--- src/rtl/sonic_ranging_scheduler.sv ---
// ---------------------------------------------------------------------------
// sonic_ranging_scheduler
//
// Purpose: drives the ultrasonic ranger. It fires periodic trigger pulses,
// times the returned echo, converts the echo width to distance units, flags
// measurements that never complete, and keeps a debounced `near` level for the
// game state controller.
//
// Ports:
//   clk         system clock
//   rst         asynchronous reset, active low (0 = reset)
//   enable      1 = keep ranging, 0 = stop once the current period ends
//   echo        raw sensor echo (asynchronous, synchronised here)
//   trig        sensor trigger pulse
//   distance    last valid distance in units
//   dist_valid  one-cycle pulse when distance updates
//   timeout     one-cycle pulse when a measurement is aborted
//   near        debounced proximity level
//   busy        high in every state except IDLE
//
// States:
//   state       | meaning
//   ------------+-------------------------------------------------------------
//   S_IDLE      | stopped; waits for enable
//   S_TRIG      | trig high for TRIG_CYCLES cycles
//   S_WAIT_RISE | waiting for the echo to rise, guarded by the timeout
//   S_MEASURE   | echo high; accumulating the width in distance units
//   S_HOLDOFF   | waiting out the rest of the ranging period
//
// PERIOD_CYCLES must exceed TIMEOUT_CYCLES, which must exceed TRIG_CYCLES.
// ---------------------------------------------------------------------------
module sonic_ranging_scheduler #(
    parameter int unsigned TRIG_CYCLES    = 1000,
    parameter int unsigned PERIOD_CYCLES  = 6_000_000,
    parameter int unsigned TIMEOUT_CYCLES = 3_000_000,
    parameter int unsigned UNIT_CYCLES    = 5830,
    parameter int unsigned NEAR_THRESH    = 50,
    parameter int unsigned NEAR_COUNT     = 3
) (
    input  logic        clk,
    input  logic        rst,
    input  logic        enable,
    input  logic        echo,
    output logic        trig,
    output logic [19:0] distance,
    output logic        dist_valid,
    output logic        timeout,
    output logic        near,
    output logic        busy
);

    localparam int unsigned CNT_W    = $clog2(PERIOD_CYCLES + 1);
    localparam int unsigned SUB_W    = (UNIT_CYCLES > 1) ? $clog2(UNIT_CYCLES) : 1;
    localparam int unsigned STREAK_W = $clog2(NEAR_COUNT + 1);

    localparam logic [CNT_W-1:0]    TRIG_LAST    = CNT_W'(TRIG_CYCLES - 1);
    localparam logic [CNT_W-1:0]    TIMEOUT_LAST = CNT_W'(TIMEOUT_CYCLES - 1);
    localparam logic [CNT_W-1:0]    PERIOD_LAST  = CNT_W'(PERIOD_CYCLES - 1);
    localparam logic [SUB_W-1:0]    SUB_LAST     = SUB_W'(UNIT_CYCLES - 1);
    localparam logic [STREAK_W-1:0] STREAK_FULL  = STREAK_W'(NEAR_COUNT);
    localparam logic [19:0]         NEAR_LIM     = 20'(NEAR_THRESH);
    localparam logic [19:0]         UNIT_MAX     = '1;

    typedef enum logic [2:0] {
        S_IDLE,
        S_TRIG,
        S_WAIT_RISE,
        S_MEASURE,
        S_HOLDOFF
    } state_t;

    state_t              state;
    logic [CNT_W-1:0]    cnt;
    logic [SUB_W-1:0]    sub;
    logic [19:0]         unit;
    logic [STREAK_W-1:0] streak;

    logic echo_meta;
    logic echo_s;
    logic echo_d;
    logic echo_rise;
    logic echo_fall;

    logic [19:0]         width_units;
    logic [STREAK_W-1:0] streak_bump;
    logic                reading_near;

    always_ff @(posedge clk or negedge rst) begin
        if (!rst) begin
            echo_meta <= 1'b0;
            echo_s    <= 1'b0;
            echo_d    <= 1'b0;
        end else begin
            echo_meta <= echo;
            echo_s    <= echo_meta;
            echo_d    <= echo_s;
        end
    end

    assign echo_rise = echo_s & ~echo_d;
    assign echo_fall = ~echo_s & echo_d;

    // The falling-edge cycle is itself part of the echo width, so it is folded
    // in here; this makes the loaded value exactly floor(width / UNIT_CYCLES).
    assign width_units = (sub == SUB_LAST && unit != UNIT_MAX) ? unit + 20'd1 : unit;

    assign reading_near = (width_units < NEAR_LIM);
    assign streak_bump  = (streak == STREAK_FULL) ? streak : streak + STREAK_W'(1);

    // One counter serves as both the period counter and the elapsed counter:
    // both are cleared together and both run from the first TRIG cycle.
    always_ff @(posedge clk or negedge rst) begin
        if (!rst) begin
            state      <= S_IDLE;
            cnt        <= '0;
            sub        <= '0;
            unit       <= '0;
            streak     <= '0;
            trig       <= 1'b0;
            distance   <= '0;
            dist_valid <= 1'b0;
            timeout    <= 1'b0;
            near       <= 1'b0;
            busy       <= 1'b0;
        end else begin
            dist_valid <= 1'b0;
            timeout    <= 1'b0;

            case (state)
                S_IDLE: begin
                    cnt <= '0;
                    if (enable) begin
                        state <= S_TRIG;
                        trig  <= 1'b1;
                        busy  <= 1'b1;
                    end
                end

                S_TRIG: begin
                    cnt <= cnt + CNT_W'(1);
                    if (cnt == TRIG_LAST) begin
                        state <= S_WAIT_RISE;
                        trig  <= 1'b0;
                    end
                end

                S_WAIT_RISE: begin
                    cnt <= cnt + CNT_W'(1);
                    // A rise seen on the last allowed cycle could never be
                    // measured, so the timeout takes it.
                    if (cnt == TIMEOUT_LAST) begin
                        timeout <= 1'b1;
                        streak  <= '0;
                        near    <= 1'b0;
                        state   <= S_HOLDOFF;
                    end else if (echo_rise) begin
                        sub   <= '0;
                        unit  <= '0;
                        state <= S_MEASURE;
                    end
                end

                S_MEASURE: begin
                    cnt <= cnt + CNT_W'(1);
                    if (echo_fall) begin
                        distance   <= width_units;
                        dist_valid <= 1'b1;
                        if (reading_near) begin
                            streak <= streak_bump;
                            near   <= (streak_bump == STREAK_FULL);
                        end else begin
                            streak <= '0;
                            near   <= 1'b0;
                        end
                        state <= S_HOLDOFF;
                    end else if (cnt == TIMEOUT_LAST) begin
                        timeout <= 1'b1;
                        streak  <= '0;
                        near    <= 1'b0;
                        state   <= S_HOLDOFF;
                    end else if (sub == SUB_LAST) begin
                        sub <= '0;
                        if (unit != UNIT_MAX) begin
                            unit <= unit + 20'd1;
                        end
                    end else begin
                        sub <= sub + SUB_W'(1);
                    end
                end

                S_HOLDOFF: begin
                    if (cnt == PERIOD_LAST) begin
                        cnt <= '0;
                        if (enable) begin
                            state <= S_TRIG;
                            trig  <= 1'b1;
                        end else begin
                            state <= S_IDLE;
                            busy  <= 1'b0;
                        end
                    end else begin
                        cnt <= cnt + CNT_W'(1);
                    end
                end

                default: begin
                    state <= S_IDLE;
                    cnt   <= '0;
                    trig  <= 1'b0;
                    busy  <= 1'b0;
                end
            endcase
        end
    end

endmodule

--- config.mk ---
export PLATFORM = sky130hd
export DESIGN_NAME = sonic_ranging_scheduler
export DESIGN_NICKNAME = d
export VERILOG_FILES = /design/src/rtl/sonic_ranging_scheduler.sv
export SDC_FILE = /design/constraint.sdc
export NUM_CORES = 1
export LEC_CHECK = 0
export CORE_ASPECT_RATIO = 1.1
export CORE_MARGIN = 2
export CORE_UTILIZATION = 65
export CTS_CLUSTER_DIAMETER = 100
export CTS_CLUSTER_SIZE = 20
export DETAILED_ROUTE_END_ITERATION = 8
export GPL_TIMING_DRIVEN = 0
export PLACE_DENSITY = 0.93
export SLEW_MARGIN = 20
export SYNTH_ARGS = -nofsm -noshare
export SYNTH_HDL_FRONTEND = slang
export SYNTH_SLANG_ARGS = --single-unit
--- constraint.sdc ---
create_clock -name clk -period 4.2 [get_ports clk]
set_input_delay 0.84 -clock clk [delete_from_list [all_inputs] [get_ports clk]]
set_output_delay 0.84 -clock clk [all_outputs]
set_load 0.005 [all_outputs]
# Yosys cells after proc, flatten, opt, wreduce, memory -nomap -nowiden
# Index checks and enable logic that the tools add are counted.
[word_totals]
output_inout_bits = 25
word_cells = 106
reg_bits = 89
[classes]
magnitude_cmp = 1
reduce_logical = 11
mux = 47
bitwise_logic = 6
add_sub_neg = 4
eq_ne = 23
[op_table]
columns = ["cell", "count"]
rows = [
  ["two-way mux 20 bit", 7],
  ["two-way mux 13 bit", 5],
  ["case mux 23 bit (2 select lines)", 1],
  ["case mux 20 bit (2 select lines)", 1],
  ["case mux 13 bit (2 select lines)", 1],
  ["adder 23 x 1 -> 23 bit, second input constant", 1],
  ["equality test 23 x 10 -> 1 bit, second input constant", 1],
  ["equality test 23 x 22 -> 1 bit, second input constant", 1],
  ["equality test 23 bit, second input constant", 1],
  ["two-way mux 23 bit", 1],
  ["two-way mux 3 bit", 7],
  ["adder 20 x 1 -> 20 bit, second input constant", 1],
  ["< comparator 20 x 6 -> 1 bit, second input constant", 1],
  ["inequality test 2 bit, second input constant", 10],
  ["inequality test 20 bit, second input constant", 1],
  ["case mux 3 bit (5 select lines)", 1],
  ["two-way mux 1 bit", 14],
  ["adder 13 x 1 -> 13 bit, second input constant", 1],
  ["equality test 13 bit, second input constant", 1],
  ["AND reduction 5 bit", 2],
  ["two-way mux 2 bit", 4],
  ["AND reduction 7 bit", 1],
  ["equality test 3 x 2 -> 1 bit, second input constant", 2],
  ["inequality test 3 bit, second input constant", 2],
  ["18 further kinds", 24],
]

# Logic depth before layout (Yosys ltp)
# Gate-level depths: netlist of the first run.
[logic_depth]
word_depth = 7
depth_mapped = 12

# Worst setup path before layout of the first run
# Ideal clock, no wire load.
[synth_path]
path_type = "flip-flop to flip-flop"
start = "reg unit[1]"
end = "reg streak[1]"
path_stages_with_launch = 9
path_slack_ps = 1523
required_time_ps = 4074
setup_time_ps = 126
arrival_time_ps = 2551
path_cell_list = "dfrtp_1 -> ha_1 -> nand3_1 -> nor4_4 -> a211oi_1 -> and3_1 -> o221a_1 -> and4_1 -> a221o_1"
[synth_between]
elab_chain_len = 7
[synth_rtl]
columns = ["element", "line_no", "source"]
rows = [
  ["start: declaration", "75", "logic [19:0] unit;"],
  ["start signal: assignment", "184", "unit <= unit + 20'd1;"],
  ["parallel branches: the longest is 2 deep, another holds adder 20 x 1 -> 20 bit", "-", ""],
  ["two-way mux 20 bit *", "105", "assign width_units = (sub == SUB_LAST && unit != UNIT_MAX) ? unit + 20'd1 : unit;"],
  ["< comparator 20 x 6 -> 1 bit *", "107", "assign reading_near = (width_units < NEAR_LIM);"],
  ["two-way mux 2 bit *", "168", "if (reading_near) begin"],
  ["two-way mux 2 bit *", "165", "if (echo_fall) begin"],
  ["case mux 2 bit (2 select lines) *", "129", "case (state)"],
  ["end signal: assignment", "169", "streak <= streak_bump;"],
  ["end: declaration", "76", "logic [STREAK_W-1:0] streak;"],
]
# Every way passes the cells marked *.
# A chain may end at the register's enable or synchronous reset.

# Final worst setup path of the first run
[layout_path]
start = "reg unit[1]"
end = "reg unit[13]"
[layout_between]
elab_chain_len = 6
[layout_rtl]
columns = ["element", "line_no", "source"]
rows = [
  ["adder 20 x 1 -> 20 bit", "184", ""],
  ["two-way mux 20 bit", "183", "if (unit != UNIT_MAX) begin"],
  ["two-way mux 20 bit", "181", "end else if (sub == SUB_LAST) begin"],
  ["two-way mux 20 bit", "176", "end else if (cnt == TIMEOUT_LAST) begin"],
  ["two-way mux 20 bit", "165", ""],
  ["case mux 20 bit (2 select lines)", "129", ""],
]
# Several ways; a longest one is shown, not always the timed one. The select of a mux whose other input is x is not followed.

==> flow_summary.json, run 1 <==
{
  "worstSetupPathType": "reg -> reg",
  "post-place-ws_ps": 882.1,
  "diodes": 0,
  "fin_cells": 723,
  "fillers": 538,
  "cts_tree": "yes",
  "synth.top_cell.area_share_pct": 43.61,
  "worstHoldStart": "echo_meta",
  "utilization_pct": 76.30,
  "setup_violations": 0,
  "ant_nets": 0,
  "io_pins": 29,
  "whs_ps": 364.2,
  "dp_cells": 707,
  "avgSynthCellArea_um2": 8.913,
  "post_route_cells_drive_above_1_share_pct": 7.443,
  "grt_util_met2_pct": 49.10,
  "synth_area_leaders": "dfrtp_1 44%, nor2_1 6.6%, xnor2_1 4.5%, xor2_1 3.8%, o21ai_0 3.3%",
  "drtIter0Drc": 454,
  "die_h_um": 96.97,
  "crit_chain": "ha_1 -> nand3_1 -> nor4_4 -> a21oi_4 -> a31oi_1 -> or3_4 -> clkbuf_1 -> o21ai_0 -> o31ai_4",
  "fmax_ghz": 0.2932,
  "synth_ff_type": "dfrtp_1",
  "finalPower_uw": 2687,
  "holdBufCountCts": 0,
  "start_kind": "flip-flop",
  "initial_core_util_pct": 67.59,
  "cp_max_fo": 10,
  "outcome": "finished clean",
  "cp_slowest_cell": "nor4_4",
  "overflow": 0,
  "final_hold_viol_count": 0,
  "wl_per_cell_um": 17.21,
  "use_met1_pct": 40.59,
  "ys_ff_latch": 89,
  "min_path_cells": 0,
  "multi_input_area_um2": 2640,
  "drtPass1Iterations": 6,
  "area_growth_pct": 12.89,
  "drv_cap": 0,
  "max_slew.worst_pin.slew_ps": 849.2,
  "cp_slowest_stage_delay_ps": 740,
  "grt_pass1_wl_um": 20670,
  "ir_worst_vdd_uv": 390.9,
  "crit_path_end_kind": "flip-flop",
  "synth_fp_nets": 581,
  "drt_wl_total_um": 12440,
  "grtUsageTotal_pct": 30.45,
  "viasPerCell": 6.311,
  "r2r_slack_ps": 790,
  "ys_warn_count": 0,
  "layout.cells.most_common": "nor2_1",
  "synthArstFlopShare_pct": 100.0,
  "vias": 4563,
  "power.density_nw_per_um2": 466.0,
  "antenna_found_initial": 0,
  "r2r-start": "unit[1]",
  "ff2ff_path_depth": 9,
  "portBuffers": 28,
  "grt_use_met3_pct": 4.266,
  "top_usage_layer": "met2",
  "hold_class": "reg -> reg",
  "worstPathArrival_ps": 3700,
  "slew_headroom_pct": 43.18,
  "grt_pass1_vias": 4368,
  "grt_max_degree": 56,
  "final.period_utilization_pct": 81.21,
  "setup_slack_ps": 789.2,
  "synth_area_um2": 5107,
  "synth_enable_flop_cells": 0,
  "htreeDepth": 3,
  "seq_area_frac_synth_pct": 43.61,
  "cts_root_buf": "clkbuf_8",
  "final_cell_mix": "90 x nor2_1, 89 x dfrtp_1, 39 x nand2_1, 34 x o21ai_0, 30 x clkbuf_1",
  "clock_skew_ps": 9.562,
  "clk_latency_ps": 370,
  "hpwl_um": 8711,
  "crit_required_ps": 4490,
  "cts_buffers": 9,
  "dieArea_um2": 8583,
  "crit_buf_inv": 1,
  "place.gp.congestion": 0.9624,
  "yosys.area.top_type": "dfrtp_1",
  "cts.sinks": 89,
  "rsz0062_at_grt": "no",
  "cts_buffer_depth": 2,
  "fin_nets": 621,
  "chipWidth_um": 88.52,
  "drc": 0,
  "syn_inst": 573,
  "p_leak_uw": 0.002296,
  "min_to": "echo_s",
  "regArea_um2": 2227,
  "layout_min_cycle_time_ps": 3411,
  "clk_pin_slew_worst_paths_ps": 90,
  "ys_types": 64,
  "rows": 33,
  "ctsResizeCount": 0,
  "report.final.slew_viol_count": 0,
  "cpLargestDelayFamily": "simple AND/OR/NAND/NOR gates",
  "cts_setup_buffers": 0,
  "core-area_um2": 7556,
  "reg2reg_to": "unit[13]"
}
synthesized netlist by cell type (2+ instances only):
library cell	n
or4_1	2
a211o_1	2
nor2b_1	4
dfrtp_1	89
and3_1	11
inv_1	18
nand4_2	2
buf_2	9
a21boi_0	2
nand3_1	27
o21ai_0	34
a21oi_1	29
and2_1	2
xor2_1	22
nor4_1	7
buf_6	2
o41ai_1	3
a211oi_1	10
o21ai_1	2
xnor2_1	26
or3_1	7
a31oi_1	10
o31ai_1	11
ha_1	4
nand2b_1	2
nand4bb_1	3
clkbuf_1	28
a41oi_1	2
nand4_1	15
nand3b_1	2
nor3_1	13
o31ai_2	6
o31ai_4	2
nand2_1	39
o41ai_2	2
and4_1	7
nor2_1	90
per-layer routing:
metal	wire length [µm]	vias up
li1	-	2124
met1	5126	2213
met2	6110	185
met3	709	41
met4	495	0
met5	0	-
flip-flops by register name, indices dropped and copies added, names as in the netlist:
register	count
cnt	23
distance	20
unit	20
sub	13
state	3
streak	2
busy	1
dist_valid	1
echo_d	1
echo_meta	1
echo_s	1
near	1
timeout	1
trig	1
worst max-delay path by stage:
stage / from / endpoint / slack (ps) / cells past startpoint
6_report: unit[1] / unit[13] / 790 / 9
3_5_place_dp: unit[1] / unit[13] / 880 / 9
3_3_place_gp: rst / cnt[16] / -810 / 1
5_1_grt: unit[1] / unit[13] / 610 / 9
2_1_floorplan: unit[1] / streak[1] / 1520 / 8
4_1_cts: unit[1] / unit[13] / 860 / 9
report_power, final:
part | total, µW | switching (µW) | internal [µW]
Sequential | 1140 | 115 | 1020
Clock | 665 | 312 | 353
Combinational | 882 | 473 | 409
stage by stage:
step	setup TNS (ps)	instance area [µm²]
after floorplan	0	5107
after global placement	-71550	5519
after detailed placement	0	5544
after CTS	0	5766
after global routing	0	5766
final	0	5766
final cells by class:
type / count / share of cell area [%]
Multi-Input combinational cell: 427 / 45.79
Sequential cell: 89 / 38.63
Timing Repair Buffer: 29 / 5.295
Buffer: 39 / 2.995
Clock buffer: 12 / 2.517
Tap cell: 105 / 2.279
Clock inverter: 4 / 1.324
Inverter: 18 / 1.172
logic make-up (layout without fill, tap and decap cells):
group,after synthesis,after routing,synth area share (%)
and+or+nand+nor,243,243,24.15
muxes,1,1,0.2205
DFF,89,89,43.61
buffers and inverters,57,102,4.703
AOI/OAI and AO/OA,130,130,17.91
adders and majority gates,5,5,1.176
xor gates and xnor gates,48,48,8.231
No activity file was read; power rests on OpenSTA's default activity.
==> run 2: changes to the inputs <==
--- a/config.mk
+++ b/config.mk
@@ -7,12 +7,12 @@
 export LEC_CHECK = 0
 export CORE_ASPECT_RATIO = 1.1
 export CORE_MARGIN = 2
-export CORE_UTILIZATION = 65
+export CORE_UTILIZATION = 60
 export CTS_CLUSTER_DIAMETER = 100
 export CTS_CLUSTER_SIZE = 20
 export DETAILED_ROUTE_END_ITERATION = 8
 export GPL_TIMING_DRIVEN = 0
-export PLACE_DENSITY = 0.93
+export PLACE_DENSITY = 0.87
 export SLEW_MARGIN = 20
 export SYNTH_ARGS = -nofsm -noshare
 export SYNTH_HDL_FRONTEND = slang
==> constraint.sdc (replaced) <==
create_clock -name clk -period 3.2 [get_ports clk]
set_input_delay 0.64 -clock clk [delete_from_list [all_inputs] [get_ports clk]]
set_output_delay 0.64 -clock clk [all_outputs]
set_load 0.005 [all_outputs]
==> run 2 against run 1 <==
  * Die area increased by 8.0%
  * Highest routed layer unchanged
  * Worst hold slack worse by 120 ps
  * Core utilization down 6.9 points
  * Power up 29%
  * Setup slack worse by 620 ps
  * Final area is 0.17% higher
==> flow_summary.json, run 2 (same netlist as run 1, synthesis figures left out) <==
{
  "rows": 35,
  "antenna_found_initial": 0,
  "power.density_nw_per_um2": 599.1,
  "grt_pass1_vias": 4504,
  "grtUsageTotal_pct": 27.86,
  "wl_per_cell_um": 16.81,
  "cp_slowest_stage_delay_ps": 490,
  "die_h_um": 100.8,
  "regMostFlops": "cnt",
  "whs_ps": 244.2,
  "clk_pin_slew_worst_paths_ps": 90,
  "worstPathArrival_ps": 3350,
  "finalPower_uw": 3460,
  "start_kind": "flip-flop",
  "slew_headroom_pct": 44.17,
  "drtIter0Drc": 332,
  "post_route_cells_drive_above_1_share_pct": 8.226,
  "fmax_ghz": 0.3297,
  "cts_buffer_depth": 2,
  "reg.largest.list": "cnt x23, distance x20, unit x20",
  "p_leak_uw": 0.002295,
  "cts_root_buf": "clkbuf_8",
  "initial_core_util_pct": 61.38,
  "drt_wl_total_um": 12290,
  "max_slew.worst_pin.slew_ps": 834.3,
  "crit_path_end_kind": "flip-flop",
  "fin_nets": 623,
  "fillers": 654,
  "io_pins": 29,
  "ir_worst_vdd_uv": 325.8,
  "portBuffers": 28,
  "setup_violations": 0,
  "core-area_um2": 8320,
  "grt_pass1_wl_um": 20940,
  "cp_slowest_cell": "dfrtp_1",
  "drtPass1Iterations": 5,
  "final.period_utilization_pct": 94.79,
  "chipWidth_um": 91.97,
  "final_cell_mix": "90 x nor2_1, 89 x dfrtp_1, 39 x nand2_1, 34 x o21ai_0, 29 x a21oi_1",
  "final_hold_viol_count": 0,
  "hpwl_um": 8602,
  "drc": 0,
  "area_growth_pct": 13.08,
  "cts.sinks": 89,
  "layout_min_cycle_time_ps": 3033,
  "diodes": 0,
  "layout.cells.most_common": "nor2_1",
  "worstSetupPathType": "reg -> reg",
  "crit_chain": "ha_1 -> nand3_2 -> nor4_4 -> buf_4 -> a211oi_1 -> or3_1 -> a31oi_1 -> and4_1 -> a221o_1",
  "rsz0062_at_grt": "no",
  "clock_skew_ps": 13.16,
  "cts_tree": "yes",
  "holdBufCountCts": 0,
  "hold_class": "in -> async",
  "largest_register_ffs": 23,
  "vias": 4546,
  "dieArea_um2": 9267,
  "cp_max_fo": 9,
  "drv_cap": 0,
  "ant_nets": 0,
  "crit_required_ps": 3510,
  "clk_latency_ps": 370,
  "report.final.slew_viol_count": 0,
  "htreeDepth": 3,
  "cts_buffers": 9,
  "outcome": "finished clean",
  "viasPerCell": 6.219,
  "overflow": 0,
  "grt_max_degree": 50,
  "place.gp.congestion": 0.9183
}
run 2: cell count changes in the layout (fill, tap and decap cells not counted):
cell | before | now
nand3_1 | 27 | 26
clkbuf_1 | 30 | 28
clkinv_4 | 1 | 0
buf_4 | 1 | 3
bufinv_16 | 2 | 1
clkinv_2 | 0 | 1
nand3_2 | 0 | 1
clkinvlp_4 | 1 | 3
inv_6 | 0 | 1
run 2: routing by layer:
layer	GRT usage [%]	wire length (µm)	up-vias	part of all wire, %
met3	4.637	708	44	5.8
li1	-	-	2125	-
met4	13.66	395	0	3.2
met1	35.06	5145	2189	42
met5	0	0	-	0
met2	47.00	6038	188	49
run 2: worst max-delay path: cells and delay by family, from the launching register on:
family	cells	cell delay (ps)
buf+inv	1	180
compound gates	3	610
flops	1	490
fa+ha+maj	1	350
simple gates	4	1320
run 2: final timing paths:
check                          start          end  slack, ps  cells after the start
max                          unit[1]    streak[1]        170                      9
min                              rst  distance[8]        240                      1
max reg2reg                  unit[1]    streak[1]        170                      9
min reg2reg                echo_meta       echo_s        360                      0
max in group asynchronous        rst      cnt[18]       2320                      2
min in group clk           echo_meta       echo_s        360                      0
run 2: power breakdown:
group | leakage (µW) | internal, µW | switching [µW]
logic | 0.00103 | 536 | 614
registers | 0.00117 | 1340 | 154
clock network | 0.0000949 | 384 | 427
total | 0.00229 | 2260 | 1200
run 2: layout make-up:
type	count	area [µm²]	share of cell area (%)
clock inverter	6	66.31	1.148
inverter	18	67.56	1.170
buffer	39	172.7	2.990
tap	111	138.9	2.405
clock buffer	10	137.6	2.383
sequential	89	2227	38.56
multi-input combinational	427	2645	45.80
timing repair buffer	31	320.3	5.546
run 2: what timing repair did:
item                                    CTS  global route
endpoints found under the hold margin     0             0
pin swaps                                 1             1
gates resized for setup                   0             1
endpoints found under the setup margin    6            29
buffers inserted                          0             2
run 2: through the flow:
stage | std cells | instance area (µm²) | setup WS (ps) | setup TNS [ps] | util, %
after floorplan | 573 | 5107 | 523.0 | 0 | -
after global placement | 712 | 5527 | -1629 | -144670 | 66.42
after detailed placement | 713 | 5552 | -16.32 | -16.32 | 66.72
after CTS | 729 | 5756 | 55.53 | 0 | 69.17
after global routing | 731 | 5776 | 8.775 | 0 | 69.41
final | 731 | 5776 | 166.6 | 0 | 69.41
